File: src/rtl/uart_pkg.sv
// Shared UART definitions for the receive and transmit sides of the
// parity-protected serial link.
//   rx_state_t      : receiver FSM state encoding
//   UART_IDLE_LEVEL : line level when no frame is in flight
//   parity_of()     : XOR-reduce a vector and fold in the odd/even selector
package uart_pkg;

  typedef enum logic [2:0] {
    IDLE,
    START,
    DATA,
    PARITY,
    STOP,
    BREAK
  } rx_state_t;

  localparam logic UART_IDLE_LEVEL = 1'b1;

  // Widest vector parity_of accepts; callers zero-extend narrower inputs,
  // which leaves the XOR unchanged.
  localparam int PAR_MAX_W = 16;

  // Returns 1 when the XOR of vec does not match the selected sense
  // (even: expect 0, odd: expect 1).
  function automatic logic parity_of(input logic [PAR_MAX_W-1:0] vec,
                                     input logic                 odd);
    return (^vec) ^ odd;
  endfunction

endpackage

File: src/rtl/sync_2ff.sv
// Two-flop synchronizer for a single asynchronous input.
//   clk : destination clock
//   rst : synchronous active-high reset, loads both flops with RST_VAL
//   d   : asynchronous input
//   q   : synchronized output, 2 cycles behind d
module sync_2ff #(
  parameter logic RST_VAL = 1'b0
) (
  input  logic clk,
  input  logic rst,
  input  logic d,
  output logic q
);

  logic meta;

  always_ff @(posedge clk) begin
    if (rst) begin
      meta <= RST_VAL;
      q    <= RST_VAL;
    end else begin
      meta <= d;
      q    <= meta;
    end
  end

endmodule

File: src/rtl/uart_parity_rx.sv
// UART receiver: start bit, DATA_BITS data bits (LSB first), one parity bit,
// one stop bit. Each frame ends with a one-cycle valid pulse carrying the
// word and the parity / framing error flags.
//   clk        : clock, rising edge
//   rst        : synchronous active-high reset
//   rx         : asynchronous serial input, idles high
//   data       : last received word, held until the next valid
//   valid      : one-cycle pulse per completed frame (errored frames too)
//   parity_err : parity mismatch, qualified by valid, held until next valid
//   frame_err  : stop bit sampled low, qualified by valid, held likewise
//   busy       : high from start detection until the FSM is back in IDLE
module uart_parity_rx
  import uart_pkg::*;
#(
  parameter int DATA_BITS    = 8,
  parameter int CLKS_PER_BIT = 16,
  parameter int PARITY_ODD   = 0
) (
  input  logic                 clk,
  input  logic                 rst,
  input  logic                 rx,
  output logic [DATA_BITS-1:0] data,
  output logic                 valid,
  output logic                 parity_err,
  output logic                 frame_err,
  output logic                 busy
);

  localparam int             CW   = $clog2(CLKS_PER_BIT);
  localparam int             IW   = $clog2(DATA_BITS);
  localparam logic [CW-1:0]  HALF = CW'(CLKS_PER_BIT / 2 - 1);
  localparam logic [CW-1:0]  FULL = CW'(CLKS_PER_BIT - 1);
  localparam logic [IW-1:0]  LAST = IW'(DATA_BITS - 1);
  localparam logic           ODD  = (PARITY_ODD != 0);

  logic                 rx_s;
  logic                 rx_d;
  rx_state_t            state;
  logic [CW-1:0]        cnt;
  logic [IW-1:0]        bit_idx;
  logic [DATA_BITS-1:0] shreg;
  logic                 acc;
  logic                 perr;

  sync_2ff #(.RST_VAL(UART_IDLE_LEVEL)) u_sync (
    .clk (clk),
    .rst (rst),
    .d   (rx),
    .q   (rx_s)
  );

  wire expired = (cnt == '0);

  always_ff @(posedge clk) begin
    if (rst) begin
      state      <= IDLE;
      cnt        <= '0;
      bit_idx    <= '0;
      shreg      <= '0;
      acc        <= 1'b0;
      perr       <= 1'b0;
      // Cleared (not idle level) so a line held low through reset cannot
      // look like a falling edge: rx_s must be seen high first.
      rx_d       <= 1'b0;
      data       <= '0;
      valid      <= 1'b0;
      parity_err <= 1'b0;
      frame_err  <= 1'b0;
      busy       <= 1'b0;
    end else begin
      rx_d  <= rx_s;
      valid <= 1'b0;
      case (state)
        IDLE: begin
          if (rx_d && !rx_s) begin
            cnt   <= HALF;
            state <= START;
            busy  <= 1'b1;
          end
        end
        START: begin
          if (!expired) begin
            cnt <= cnt - 1'b1;
          end else if (rx_s) begin
            // Line went back high by mid start bit: glitch, drop it.
            state <= IDLE;
            busy  <= 1'b0;
          end else begin
            acc     <= 1'b0;
            bit_idx <= '0;
            cnt     <= FULL;
            state   <= DATA;
          end
        end
        DATA: begin
          if (!expired) begin
            cnt <= cnt - 1'b1;
          end else begin
            shreg <= {rx_s, shreg[DATA_BITS-1:1]};
            acc   <= acc ^ rx_s;
            cnt   <= FULL;
            if (bit_idx == LAST) state <= PARITY;
            else                 bit_idx <= bit_idx + 1'b1;
          end
        end
        PARITY: begin
          if (!expired) begin
            cnt <= cnt - 1'b1;
          end else begin
            perr  <= parity_of(PAR_MAX_W'({acc, rx_s}), ODD);
            cnt   <= FULL;
            state <= STOP;
          end
        end
        STOP: begin
          if (!expired) begin
            cnt <= cnt - 1'b1;
          end else begin
            data       <= shreg;
            valid      <= 1'b1;
            parity_err <= perr;
            frame_err  <= ~rx_s;
            if (rx_s) begin
              state <= IDLE;
              busy  <= 1'b0;
            end else begin
              state <= BREAK;
            end
          end
        end
        BREAK: begin
          // Line held low past the stop bit; ignore it until it recovers.
          if (rx_s) begin
            state <= IDLE;
            busy  <= 1'b0;
          end
        end
        default: begin
          state <= IDLE;
          busy  <= 1'b0;
        end
      endcase
    end
  end

endmodule

File: config.mk
export PLATFORM = sky130hd
export DESIGN_NAME = uart_parity_rx
export DESIGN_NICKNAME = d
export VERILOG_FILES = /design/src/rtl/uart_pkg.sv /design/src/rtl/sync_2ff.sv /design/src/rtl/uart_parity_rx.sv
export SDC_FILE = /design/constraint.sdc
export NUM_CORES = 1
export LEC_CHECK = 0
export ABC_CLOCK_PERIOD_IN_PS = 2200
export CORE_MARGIN = 2
export CORE_UTILIZATION = 26
export DETAILED_ROUTE_END_ITERATION = 10
export PLACE_DENSITY_LB_ADDON = 0.15
export SYNTH_ARGS = -nofsm -noshare
export SYNTH_HDL_FRONTEND = slang
export SYNTH_SLANG_ARGS = --single-unit
File: constraint.sdc
create_clock -name clk -period 2.2 [get_ports clk]
set_input_delay 0.22 -clock clk [delete_from_list [all_inputs] [get_ports clk]]
set_output_delay 0.22 -clock clk [all_outputs]
set_load 0.02 [all_outputs]
## Yosys cells after proc, flatten, opt, wreduce, memory -nomap -nowiden

Cells that the tools add are included.

- Flip-flop bits (word level): 35
- Logic and storage cells: 86
- Output and inout port bits: 12

- Bitwise operators: 4
- Add/sub/neg operators: 2
- Reductions and logical operators: 18
- Mux-type cells: 30
- Equality and inequality tests: 18

Operator list:

| kind | count |
|---|---|
| $mux 3 | 12 |
| $mux 4 | 5 |
| $ne 2x2->1 const B | 9 |
| $pmux 3 s6 | 1 |
| $pmux 4 s4 | 1 |
| $reduce_xor 16->1 | 1 |
| $eq 3x3->1 const B | 3 |
| $reduce_and 4->1 | 2 |
| $mux 1 | 7 |
| $reduce_and 7->1 | 1 |
| $eq 3x2->1 const B | 2 |
| $pmux 3 s2 | 1 |
| $reduce_and 2->1 | 3 |
| $reduce_or 2->1 | 3 |
| $reduce_and 5->1 | 1 |
| $logic_not 4->1 | 1 |
| $ne 2x1->1 const B | 2 |
| $pmux 1 s4 | 1 |
| $reduce_bool 4->1 | 1 |
| $sub 4x1->4 const B | 1 |
| $add 3x1->3 const B | 1 |
| $eq 3x1->1 const B | 1 |
| $logic_not 3->1 | 1 |
| $ne 3x3->1 const B | 1 |
| 8 further kinds | 10 |

## Longest topological paths before layout

- Depth after elaboration: 4
- Mapped depth: 8

## By module

A second synthesis with hierarchy kept.

- Cells, all modules: 183
- Area, all modules: 1525.2 um2

Modules (own cells, without submodules):

| module | cells each | area an instance (um2) | times used | sequential area each (um2) |
|---|---|---|---|---|
| uart_parity_rx | 179 | 1472.7 | 1 | 660.6 |
| sync_2ff | 4 | 52.6 | 1 | 40.0 |

## Worst setup path after synthesis

No wires, ideal clock.

- Path kind: reg2reg
- From: register cnt[0]
- To: register bit_idx[0]
- Setup time: 0.070 ns
- Data required time: 2.130 ns
- Path slack: 0.456 ns
- Stages on the path, launching flop included: 8
- Arrival: 1.673 ns
- Path through: dfxtp_1 -> inv_1 -> ha_1 -> or3b_4 -> nor2_4 -> o21ai_1 -> or3b_1 -> a21oi_1

- Longest elaborated chain between the ends: 3

RTL lines:

| item | RTL line | source |
|---|---|---|
| start, declared | uart_parity_rx.sv:39 | `logic [CW-1:0] cnt;` |
| start signal, assigned | uart_parity_rx.sv:83 | `cnt <= cnt - 1'b1;` |
| start signal, assigned | uart_parity_rx.sv:97 | `cnt <= cnt - 1'b1;` |
| start signal, assigned | uart_parity_rx.sv:108 | `cnt <= cnt - 1'b1;` |
| $logic_not 4->1 (*) | uart_parity_rx.sv:52 | `wire expired = (cnt == '0);` |
| $ne 2x2->1 (no source line) | n/a |  |
| $reduce_and 5->1 (no source line) (*) | n/a |  |
| end signal, assigned | uart_parity_rx.sv:103 | `else bit_idx <= bit_idx + 1'b1;` |
| end, declared | uart_parity_rx.sv:40 | `logic [IW-1:0] bit_idx;` |

Mark *: on every way between the ends. The rest lies on a longest branch, timed or not.
A chain may end at the register's enable or synchronous reset.

## Worst setup path in the final report

Same ends and word-level chain as after synthesis.

==> metrics.txt <==
hold buffers post-CTS 0; Net Count, Synth 189; sequential power share 0.414; Synth async-reset ratio 0; Layout fillers between 600 and 700; Initial DRC Count 79; CTS tree done; Root Driver clkbuf_8; Post-synth EDFFs 0; status completed; PostCTS Resize Cnt 0; Max Buffers Root-to-Sink 2; initial antenna violation count 0; Layout Cells excl Fill between 200 and 300; Final Setup Violations 0; die width 82.4 microns; hold path cells 1; Port-buffer cells 14; Clk pwr share 0.400; vias in the first global route approximately 1300; final antenna-violating net count 0; slowest stage delay, CP 0.44 ns; Fmax 0.525 GHz; die extent in y 82.4 microns; largest net degree at the start of global routing 36; worst path required time 2.41 ns; Startpoint Class register; Slew HR 0.592; TNS Setup 0 ns; Multi-input gate area between 800 and 900 sq um; combinational power share 0.186; crit path launch cnt[0]; final slew viol count 0; area grow syn2layout 22.4%; die footprint roughly 0.0068 sq mm; Placed Cells between 200 and 300; post-CTS setup buffer count 0; DP Area 0.00182 sq mm; clk_skew approximately 0.0052 ns; Pleak 0.740 nW; measured slew at the worst slew-check pin roughly 0.61 ns; All-Layer GR Usage 0.110; switching part of the total 0.266; Via-to-Cell Ratio between 4 and 5; Sink Count 35; path length in cells of the critical path 7; first-pass GRT wire length 5730 microns; FF-to-FF Start cnt[0]; Post-Route WL ~3300 microns; core area ~0.0059 sq mm; Fin. Hold Viols 0; Pwr Density between 800 and 900 mW/mm^2; CP max-delay cell or3b_4; total number of vias roughly 1300; routed len/inst roughly 12 microns; worst-skew pair later-pin latency 0.28 ns; delay-heaviest family, CP simple AND/OR/NAND/NOR gates; worst vdd ir 0.000399 V; Setup CP Type register to register; syn avg cell area roughly 8.8 sq um; GPL Wtd Cong about 0.79; Worst Hold Launch u_sync.meta; Starting Density 0.270; Final Cycle Share 0.866; final instance area between 0.0015 and 0.002 sq mm; TritonCTS Buffers 5; max cap viols 0; DRC violations left 0; share of cells above drive strength 1 0.121; FF+latch count, synth 35; post-synthesis sequential area ratio 0.438; synthesized cell area ~0.0016 sq mm; Pint 1.25 mW; Cell variety after synth 40; register area between 700 and 800 sq um; crit-path max FO 5; crit-path cells inv_1 > ha_1 > or3b_4 > nor2_4 > o21ai_1 > or3b_1 > a21oi_1; DP Wirelength about 2200 microns; Synth Flop Type dfxtp_1; I/O Pins 15; GRT Residual Overflow 0; worst path bufs/invs 1; worst hold path type register to register; WP data arrival between 2 and 2.5 ns; Clk pin slew, worst setup/hold paths roughly 0.07 ns; Ant. Diodes 0; switching pwr roughly 0.45 mW; endpoint class of the critical path register; Synth Instances between 150 and 200; first drt pass iteration count 4; H-tree Lvls 2; post-layout minimum cycle time ~1.9 ns; final-stage net count approximately 200; R2R Setup Slk around 0.3 ns; R2R cell count 7; synth warn 0; row cnt 28; RSZ-0062 raised after global routing no
## kinds of logic after synthesis
kind of cell,count (synthesis),synth area share
adders and majority gates,4,0.0313
buffers and inverters,17,0.0501
xor gates and xnor gates,1,0.00548
DFF,35,0.438
and+or+nand+nor,74,0.238
AOI/OAI and AO/OA,40,0.168
muxes,11,0.0689
## worst paths after layout
kind / to
worst min-delay path: u_sync.q
worst max-delay path: bit_idx[0]
worst min register to register: u_sync.q
worst max register to register: bit_idx[0]
## cell usage after synthesis, types with 4 or more instances
cell type | count | area (sq um)
nand3_1 | 11 | 55.1
nor3_1 | 5 | 25.0
mux2i_1 | 11 | 110
o21ai_1 | 4 | 20.0
nand2_1 | 16 | 60.1
clkbuf_1 | 8 | 30.0
a21oi_1 | 17 | 85.1
ha_1 | 4 | 50.1
buf_2 | 4 | 20.0
a211oi_1 | 5 | 37.5
nor2_1 | 21 | 78.8
dfxtp_1 | 35 | 701
## power by group through the flow
stage,Clock (mW),Sequential [mW],Combinational (mW)
6_report,0.682,0.706,0.317
2_1_floorplan,0,0.695,0.260
4_1_cts,0.709,0.705,0.321
3_5_place_dp,0,0.720,0.319
3_3_place_gp,0,0.719,0.312
5_1_grt,0.735,0.714,0.356
## metal layers
metal,GRT usage,vias up,wire (microns)
li1,-,669,-
met1,0.142,607,1600
met2,0.177,20,1500
met3,0.0272,2,125
met4,0.0450,0,38
met5,0,-,0
## registers in the layout, summed over array words and instances, names as in the netlist
register	cells
valid	1
u_sync.meta	1
data	8
perr	1
bit_idx	3
frame_err	1
state	3
u_sync.q	1
acc	1
busy	1
parity_err	1
rx_d	1
cnt	4
shreg	8
## layout by cell type, fill, tap and decap left out, types with 3 or more instances in the layout
cell	netlist	final
o21ai_1	4	4
nor3b_1	3	3
ha_1	4	4
inv_1	3	3
nand3_1	11	11
dfxtp_1	35	35
a211oi_1	5	5
mux2i_1	11	11
a21oi_1	17	17
nor2b_1	3	3
buf_4	1	8
nor2_1	21	21
nand2_1	16	16
nor3_1	5	5
clkbuf_8	0	5
clkdlybuf4s50_1	0	14
## per-stage QoR
step / hold slack (ns) / total power, mW / setup WS [ns] / util
4_1_cts: 0.416 / 1.74 / 0.225 / 0.331
5_1_grt: 0.424 / 1.81 / 0.0406 / 0.331
6_report: 0.417 / 1.71 / 0.295 / 0.331
3_3_place_gp: 0.397 / 1.03 / 0.308 / 0.308
3_5_place_dp: 0.399 / 1.04 / 0.282 / 0.308
2_1_floorplan: 0.324 / 0.955 / 0.456 / -
## final cells by class
cell class,instances,area share
Multi-Input combinational cell,130,0.418
Sequential cell,35,0.358
Timing Repair Buffer,22,0.102
Tap cell,75,0.0480
Clock buffer,6,0.0371
Clock inverter,2,0.0307
Inverter,3,0.00575
Note: power is estimated with default switching activity, not from simulation.
==> RTL edit (same settings) <==
The parameter `PARITY_ODD` goes from 0 to 1.
--- a/src/rtl/uart_parity_rx.sv
+++ b/src/rtl/uart_parity_rx.sv
@@ -14,7 +14,7 @@
 #(
   parameter int DATA_BITS    = 8,
   parameter int CLKS_PER_BIT = 16,
-  parameter int PARITY_ODD   = 0
+  parameter int PARITY_ODD   = 1
 ) (
   input  logic                 clk,
   input  logic                 rst,
Check against the original RTL: no difference found for any inputs over 10 cycles, from zero or initial values and one cycle with rst high; that may be too few to reach the edited logic, so the function may still have changed.
==> RTL edit against the original RTL <==
- die area down 3.5%
- area after synthesis down 3.7%
- core utilization down 1.6 points
- count of clock-buffer cells in the layout unchanged
- worst setup slack better by 0.068 ns
- worst hold slack worse by 0.0079 ns
- final area down 6.6%
- routed wire length down 3.1%
- sequential cell count unchanged
- cell count down 4.0%
- largest cell class unchanged
Power is not compared: it rests on default switching activity, and its combinational part moved more than twofold at a synthesized area within 25%.
==> RTL edit: results (changes against the original RTL) <==
RePlAce Congestion 0.7060 (-11%); Yosys warning count 0 (unchanged); Via density 4.546 (-4.4%); top post-synthesis cells by area dfxtp_1 (45%), mux2i_1 (7.8%), a21oi_1 (6.2%); met1 Resource Use GR 0.1408 (-0.0007155); status finished clean; register area share after synthesis 0.4549 (+0.01673); vias in the first global route 1,128 (-11%); cell area after synthesis 1540 um2 (-3.7%); DR pass1 iterations 4 (unchanged); GR Util met2 0.1562 (-0.02041); DP HPWL 2046 um (-8.6%); initial antenna violation count 0 (unchanged); area fraction in compound gates after synthesis 0.1543 (-0.01389); Layout Skew 0.003425 ns (-0.001731 ns); post-synth cell types 36 (-10%); Setup WS pre-CTS 0.3629 ns (+0.08075 ns); post-cts sizing count 0 (unchanged); # diodes 0 (unchanged); Max VDD drop 0.2167 mV; synthesized-area fraction occupied by adder cells 0.03249 (+0.001195); 1st-iter DRT viols 52 (-34%); share of cells above drive strength 1 0.1070 (-0.01426); largest net degree at the start of global routing 36 (unchanged); multiplexer share of the synthesized area 0.07799 (+0.009128); Synthesized Nets 182 (-3.7%); CTS Buf Count 5 (unchanged); first-pass GRT wire length 5326 um (-7.1%); Post-Synth XOR/XNOR Area 0.01137 (+0.005896); DR WL/cell 12.06 um (+0.97%); Post-CTS Repair Setup Buffers 0 (unchanged); Leak 0.7218 nW; Arrival @ worst endpoint 2.02 ns (-0.09 ns); port bufs 14 (unchanged); worst min-delay path class flip-flop to flip-flop; # nets final 193 (-5.4%); H-tree depth 2 (unchanged); pin slew with the least headroom to its limit 0.5596 ns (-0.05095 ns); commonest cells in the synthesized netlist dfxtp_1 (35), a21oi_1 (19), nor2_1 (18), nand2_1 (17); largest registers data (8), shreg (8), cnt (4); GRT Util Overall 0.1055 (-0.004791); Worst Path Max Fanout 7 (+2); met3 Track Usage GR 0.03333 (+0.006159)
[RTL edit: cell types whose count changed in the layout (fill, tap and decap cells not counted), sizes merged, moves of 3 or more]
cell    unedited run  this run
buf                8         5
nor3               5         2
a211oi             5         1
nor2              22        18
[RTL edit: worst max-delay path, stage by stage, from the launching register on]
cell and delay [ns]:
dfxtp_1 0.34, inv_1 0.09, ha_1 0.21, or3b_1 0.49
a211oi_2 0.28, o21ai_2 0.11, o211a_1 0.22
[RTL edit: path summary, 6_finish.rpt]
check | slack [ns] | end | startpoint | cells past startpoint
hold / removal | 0.41 | u_sync.q$_SDFF_PP1_ | u_sync.meta$_SDFF_PP1_ | 1
setup reg to reg | 0.36 | cnt[3]$_SDFFE_PP0P_ | cnt[0]$_SDFFE_PP0P_ | 6
hold reg to reg | 0.41 | u_sync.q$_SDFF_PP1_ | u_sync.meta$_SDFF_PP1_ | 1
setup / recovery | 0.36 | cnt[3]$_SDFFE_PP0P_ | cnt[0]$_SDFFE_PP0P_ | 6
[RTL edit: report_power, final]
group	switching, W	leakage (nW)	internal [W]
Combinational	0.0000601	0.397	0.0000407
Sequential	0.0000149	0.283	0.000643
Clock	0.000225	0.0412	0.000221
Total	0.000300	0.722	0.000905
[RTL edit: metrics by stage]
stage | cells | instance area, um2
after global placement | 254 | 1743
after global routing | 262 | 1828
after CTS | 262 | 1828
final | 262 | 1828
after floorplan | 175 | 1540
after detailed placement | 254 | 1743
[RTL edit: layout make-up]
cell class              instances  area (um2)
clock inverters                 2       12.51
repair buffers                 19       177.7
inverters                       4       15.01
well taps                      75       93.84
fillers                       662        3988
flip-flops and latches         35       700.7
clock buffers                   6       72.57
multi-input cells             121       755.7
[RTL edit: layer usage]
metal,wire (um),vias up
met4,55,0
met5,0,-
met3,93,6
met1,1610,549
met2,1401,11
li1,-,625
